--- config.mk ---
export PLATFORM = sky130hd
export DESIGN_NAME = fifo_rd_packer
export DESIGN_NICKNAME = d
export VERILOG_FILES = /design/src/rtl/fifo_pkg.sv /design/src/rtl/pack_out_reg.sv /design/src/rtl/fifo_rd_packer.sv
export SDC_FILE = /design/constraint.sdc
export NUM_CORES = 1
export LEC_CHECK = 0
export BUFFER_PORTS_ARGS = -buffer_cell sky130_fd_sc_hd__buf_4
export CELL_PAD_IN_SITES_DETAIL_PLACEMENT = 1
export CELL_PAD_IN_SITES_GLOBAL_PLACEMENT = 1
export CORE_MARGIN = 1
export CORE_UTILIZATION = 40
export CTS_CLUSTER_SIZE = 8
export DETAILED_ROUTE_END_ITERATION = 16
export PLACE_DENSITY = 0.72
export REMOVE_ABC_BUFFERS = 1
export SLEW_MARGIN = 20
export SYNTH_ARGS = -nofsm -noshare
export SYNTH_HDL_FRONTEND = slang
export SYNTH_SLANG_ARGS = --single-unit
--- constraint.sdc ---
create_clock -name rclk -period 1.7 [get_ports rclk]
set_input_delay 0.255 -clock rclk [delete_from_list [all_inputs] [get_ports rclk]]
set_output_delay 0.255 -clock rclk [all_outputs]
set_load 0.05 [all_outputs]
--- src/rtl/fifo_pkg.sv ---
// Shared types for the async_fifo read-side packer: FSM state encoding and counter width helper.
package fifo_pkg;

    typedef enum logic [1:0] {FILL, DRAIN, EMIT} pack_state_t;

    // Width of a counter that must hold 0..n inclusive.
    function automatic int cnt_w(input int n);
        return $clog2(n + 1);
    endfunction

endpackage

--- src/rtl/pack_out_reg.sv ---
// Output beat register for fifo_rd_packer: holds a beat until accepted and
// allows reload in the same cycle the current beat is taken.
module pack_out_reg #(
    parameter int DW   = 8,
    parameter int PACK = 4
) (
    input  logic               rclk,
    input  logic               rrstn,
    input  logic               load,
    input  logic [DW*PACK-1:0] load_data,
    input  logic [PACK-1:0]    load_keep,
    input  logic               m_ready,
    output logic               m_valid,
    output logic [DW*PACK-1:0] m_data,
    output logic [PACK-1:0]    m_keep,
    output logic               free
);

    assign free = !m_valid || m_ready;

    always_ff @(posedge rclk or negedge rrstn) begin
        if (!rrstn) begin
            m_valid <= 1'b0;
            m_data  <= '0;
            m_keep  <= '0;
        end else if (load) begin
            m_valid <= 1'b1;
            m_data  <= load_data;
            m_keep  <= load_keep;
        end else if (m_ready) begin
            m_valid <= 1'b0;
        end
    end

endmodule

--- src/rtl/fifo_rd_packer.sv ---
// Drains async_fifo words and packs PACK of them per valid/ready output beat with a keep mask.
// Define PACK_TIMEOUT_EN to auto-flush a partial beat after TIMEOUT idle cycles.
module fifo_rd_packer
    import fifo_pkg::*;
#(
    parameter int DW      = 8,
    parameter int PACK    = 4,
    parameter int RD_LAT  = 1,
    parameter int TIMEOUT = 16
) (
    input  logic               rclk,
    input  logic               rrstn,
    output logic               rden,
    input  logic [DW-1:0]      rd_data,
    input  logic               empty,
    input  logic               flush,
    output logic               m_valid,
    input  logic               m_ready,
    output logic [DW*PACK-1:0] m_data,
    output logic [PACK-1:0]    m_keep
);

    localparam int CW = cnt_w(PACK);
    localparam int LW = $clog2(PACK);

    pack_state_t               state, state_nxt;
    logic [CW-1:0]             fill, inflight, fill_land;
    logic [CW:0]               pend;
    logic [PACK-1:0][DW-1:0]   acc;
    logic                      run, land, flush_evt, emit, out_free;
    logic [DW*PACK-1:0]        beat_data;
    logic [PACK-1:0]           beat_keep;

    // run holds rden low while reset is asserted, even with a non-empty FIFO.
    always_ff @(posedge rclk or negedge rrstn) begin
        if (!rrstn) run <= 1'b0;
        else        run <= 1'b1;
    end

    assign pend = {1'b0, fill} + {1'b0, inflight};
    assign rden = run && !empty && (state == FILL) && (pend < (CW+1)'(PACK));

    generate
        if (RD_LAT == 0) begin : g_showahead
            assign land     = rden;
            assign inflight = '0;
        end else begin : g_registered
            always_ff @(posedge rclk or negedge rrstn) begin
                if (!rrstn) inflight <= '0;
                else        inflight <= CW'(rden);
            end
            assign land = (inflight != '0);
        end
    endgenerate

`ifdef PACK_TIMEOUT_EN
    localparam int TW = cnt_w(TIMEOUT);
    logic [TW-1:0] idle_cnt;

    always_ff @(posedge rclk or negedge rrstn) begin
        if (!rrstn)
            idle_cnt <= '0;
        else if (rden || emit)
            idle_cnt <= '0;
        else if (state == FILL && fill != '0 && idle_cnt != TW'(TIMEOUT))
            idle_cnt <= idle_cnt + 1'b1;
    end

    assign flush_evt = flush || (idle_cnt == TW'(TIMEOUT));
`else
    assign flush_evt = flush;
`endif

    assign fill_land = fill + CW'(land);

    always_comb begin
        state_nxt = state;
        emit      = 1'b0;
        case (state)
            // A full accumulator wins over a same-cycle flush.
            FILL: begin
                if (fill_land == CW'(PACK))
                    state_nxt = EMIT;
                else if (flush_evt && pend != '0)
                    state_nxt = DRAIN;
            end
            // inflight is at most one word, and it lands in this cycle.
            DRAIN: state_nxt = EMIT;
            EMIT: begin
                if (out_free) begin
                    emit      = 1'b1;
                    state_nxt = FILL;
                end
            end
            default: state_nxt = FILL;
        endcase
    end

    always_ff @(posedge rclk or negedge rrstn) begin
        if (!rrstn) begin
            state <= FILL;
            fill  <= '0;
            acc   <= '0;
        end else begin
            state <= state_nxt;
            if (emit) begin
                fill <= '0;
                acc  <= '0;
            end else if (land) begin
                fill              <= fill_land;
                acc[fill[LW-1:0]] <= rd_data;
            end
        end
    end

    always_comb begin
        beat_keep = '0;
        beat_data = '0;
        for (int i = 0; i < PACK; i++) begin
            beat_keep[i] = (i < int'(fill));
            if (beat_keep[i]) beat_data[i*DW +: DW] = acc[i];
        end
    end

    pack_out_reg #(.DW(DW), .PACK(PACK)) u_out (
        .rclk      (rclk),
        .rrstn     (rrstn),
        .load      (emit),
        .load_data (beat_data),
        .load_keep (beat_keep),
        .m_ready   (m_ready),
        .m_valid   (m_valid),
        .m_data    (m_data),
        .m_keep    (m_keep),
        .free      (out_free)
    );

endmodule

==> flow_summary.ini <==
[timing]
max_freq_mhz = 472.0
post-route-min-period_ns = 2.118
finalMaxSlewViolations = 0
setup_viol = 1
finalHoldViolCount = 0
rsz0062_at_grt = true
period_share_pct = 124.6
setup_slack_ns = -0.4184
fin_skew_ns = 0.007067

[layout]
area_growth_pct = 24.28
nets = 343
antenna_cells = 0
layout_common_cells = dfrtp_1, buf_4, nor2_1
utilization_pct = 52.56
fillers = 797
drive_above_1_share_pct = 29.22
final_common_cell = dfrtp_1
stdcell_area_mm2 = 0.003894

[place]
port_buffers = 50
place_congestion = 0.7455
post_dp_cell_area_mm2 = 0.003654
dp_hpwl_um = 4789

[critical_path]
worstPathMaxFanout = 3
start_kind = register
crit_arrival_ns = 1.86
worstPathRequired_ns = 1.44
end_kind = output port
timing_worst_setup_path_type = register to output port

[status]
status = complete, but fails checks
violations = setup timing

[routing]
via_count = 2239
drt_iter0_markers = 63
drt_drc_violations_left = 0
detail-route-antenna-nets = 0
wl_per_cell_um = 17.51
detail_route.vias_per_cell = 5.195
wirelength_um = 7547
first_pass_iters = 4

[synthesis]
yosysSeqAreaShare_pct = 60.70
ys_seq_elements = 76
async_reset_ff_share_pct = 100.0
ys_types = 35
synth-edff-count = 0
ys.flop_type = dfrtp_1
netlist_instances = 264
yosysWarnings = 0
synth_area_mm2 = 0.003133
syn_avg_cell_area_um2 = 11.87

[floorplanning]
coreArea_mm2 = 0.007408
dieArea_mm2 = 0.008190
fp.dieH_um = 90.50
chipWidth_um = 90.50
io_pins = 51
start_util_pct = 42.29
row_count = 31

[global_route]
gr-total-overflow = 0
antenna_found_initial = 0
grt_pass1_wl_um = 12550
grt_pass1_vias = 2390
track_usage_pct = 19.99
grt_max_degree = 49

[cts]
ctsHtreeMaxLevel = 3
cts_tree = done
cts_num_sinks = 76
clk_pin_slew_ns = 0.08
cts-root-buf = clkbuf_8
cts-buffers-inserted = 9
insertion_delay_ns = 0.34
clock_path_buffers = 2

[job]
cap_violations = 0

[pwr]
p_per_area_mw_per_mm2 = 1241
vdd_drop_max_mv = 0.6193
p_total_mw = 4.832
leakage_nw = 2.071

[min_path]
hold_path.class = input pin to register
==> power by group <==
group / leakage (nW) / internal [mW] / total [mW] / switching [mW]
logic: 0.946 / 0.506 / 1.46 / 0.956
registers: 1.05 / 2.05 / 2.21 / 0.166
clock network: 0.0779 / 0.514 / 1.16 / 0.645
total: 2.07 / 3.07 / 4.83 / 1.77
==> registers in the layout, summed over array words and instances, names as in the netlist <==
name / cells
u_out.m_keep: 4
state: 2
inflight: 1
fill: 3
run: 1
u_out.m_valid: 1
u_out.m_data: 32
acc: 32
==> repair_timing <==
action,4_1_cts,5_1_grt
hold buffers,1,0
resized for setup,7,1
pin swaps,4,1
cloned,0,0
endpoints found under the setup margin,1,1
hold endpoints to repair,28,0
buffers inserted,3,2
==> routing by layer <==
metal	share of wire, %	up-vias	track usage (%)
li1	-	1037	-
met1	46	1152	26.32
met2	50	39	33.21
met3	2.7	11	3.788
met4	1.7	0	6.586
met5	0	-	0
==> worst max-delay path, cell delays in order (launching register included) <==
cell and delay, ns:
dfrtp_1 0.41, ha_4 0.18, ha_4 0.14, buf_4 0.12, nand2_1 0.07, o21ai_2 0.14, and4b_1 0.26, buf_6 0.18
==> kinds of logic after synthesis <==
family          after synthesis  synth area share (%)
compound gates               56                 11.30
xor+xnor                      2                0.5592
fa+ha+maj                     2                0.7986
buf+inv                      19                 3.554
flops                        76                 60.70
mux                          36                 11.58
other cells                   1                0.1197
simple gates                 72                 11.38
==> final timing paths <==
kind	startpoint	to	slack, ns	depth (start not counted)
worst max-delay path	inflight[0]	rden	-0.42	7
worst min-delay path	rd_data[2]	acc[26]	0.21	3
worst max register to register	inflight[0]	inflight[0]	0.05	8
worst min register to register	u_out.m_keep[2]	u_out.m_keep[2]	0.48	1
max in group asynchronous	rrstn	u_out.m_data[22]	0.74	3
min in group asynchronous	rrstn	acc[1]	0.38	2
==> cell usage after synthesis (2+ instances only) <==
cell	number	share of area [%]
nand3b_1	2	0.48
a21oi_1	2	0.32
buf_2	9	1.4
a22o_1	16	4.5
dfrtp_1	76	61
mux2i_1	34	11
clkbuf_1	4	0.48
buf_6	3	1.1
ha_1	2	0.80
nor3_4	2	1.0
nand2_1	18	2.2
nor3_1	2	0.32
clkbuf_2	2	0.32
or2_2	2	0.40
o21ai_0	33	5.3
mux2_2	2	0.72
a21o_1	2	0.48
nor2_1	36	4.3
==> metrics by stage <==
stage	TNS, ns	hold WS (ns)	setup slack (ns)	cells
after floorplan	-43.43	-0.04059	-0.9686	245
after global placement	-0.1409	0.2101	-0.1409	410
after detailed placement	-0.1874	0.2140	-0.1874	410
after CTS	-0.3712	0.1955	-0.3712	429
after global routing	-0.4914	0.2050	-0.4914	431
final	-0.4184	0.2062	-0.4184	431
==> layout make-up <==
| cell class | count | area [µm²] | share of cell area [%] |
|---|---|---|---|
| clock inverters | 5 | 30.03 | 0.7712 |
| multi-input cells | 169 | 1151 | 29.56 |
| clock buffers | 10 | 127.6 | 3.278 |
| repair buffers | 72 | 559.3 | 14.36 |
| flip-flops and latches | 76 | 1902 | 48.84 |
| well taps | 99 | 123.9 | 3.181 |
(Power assumes the default switching activity.)
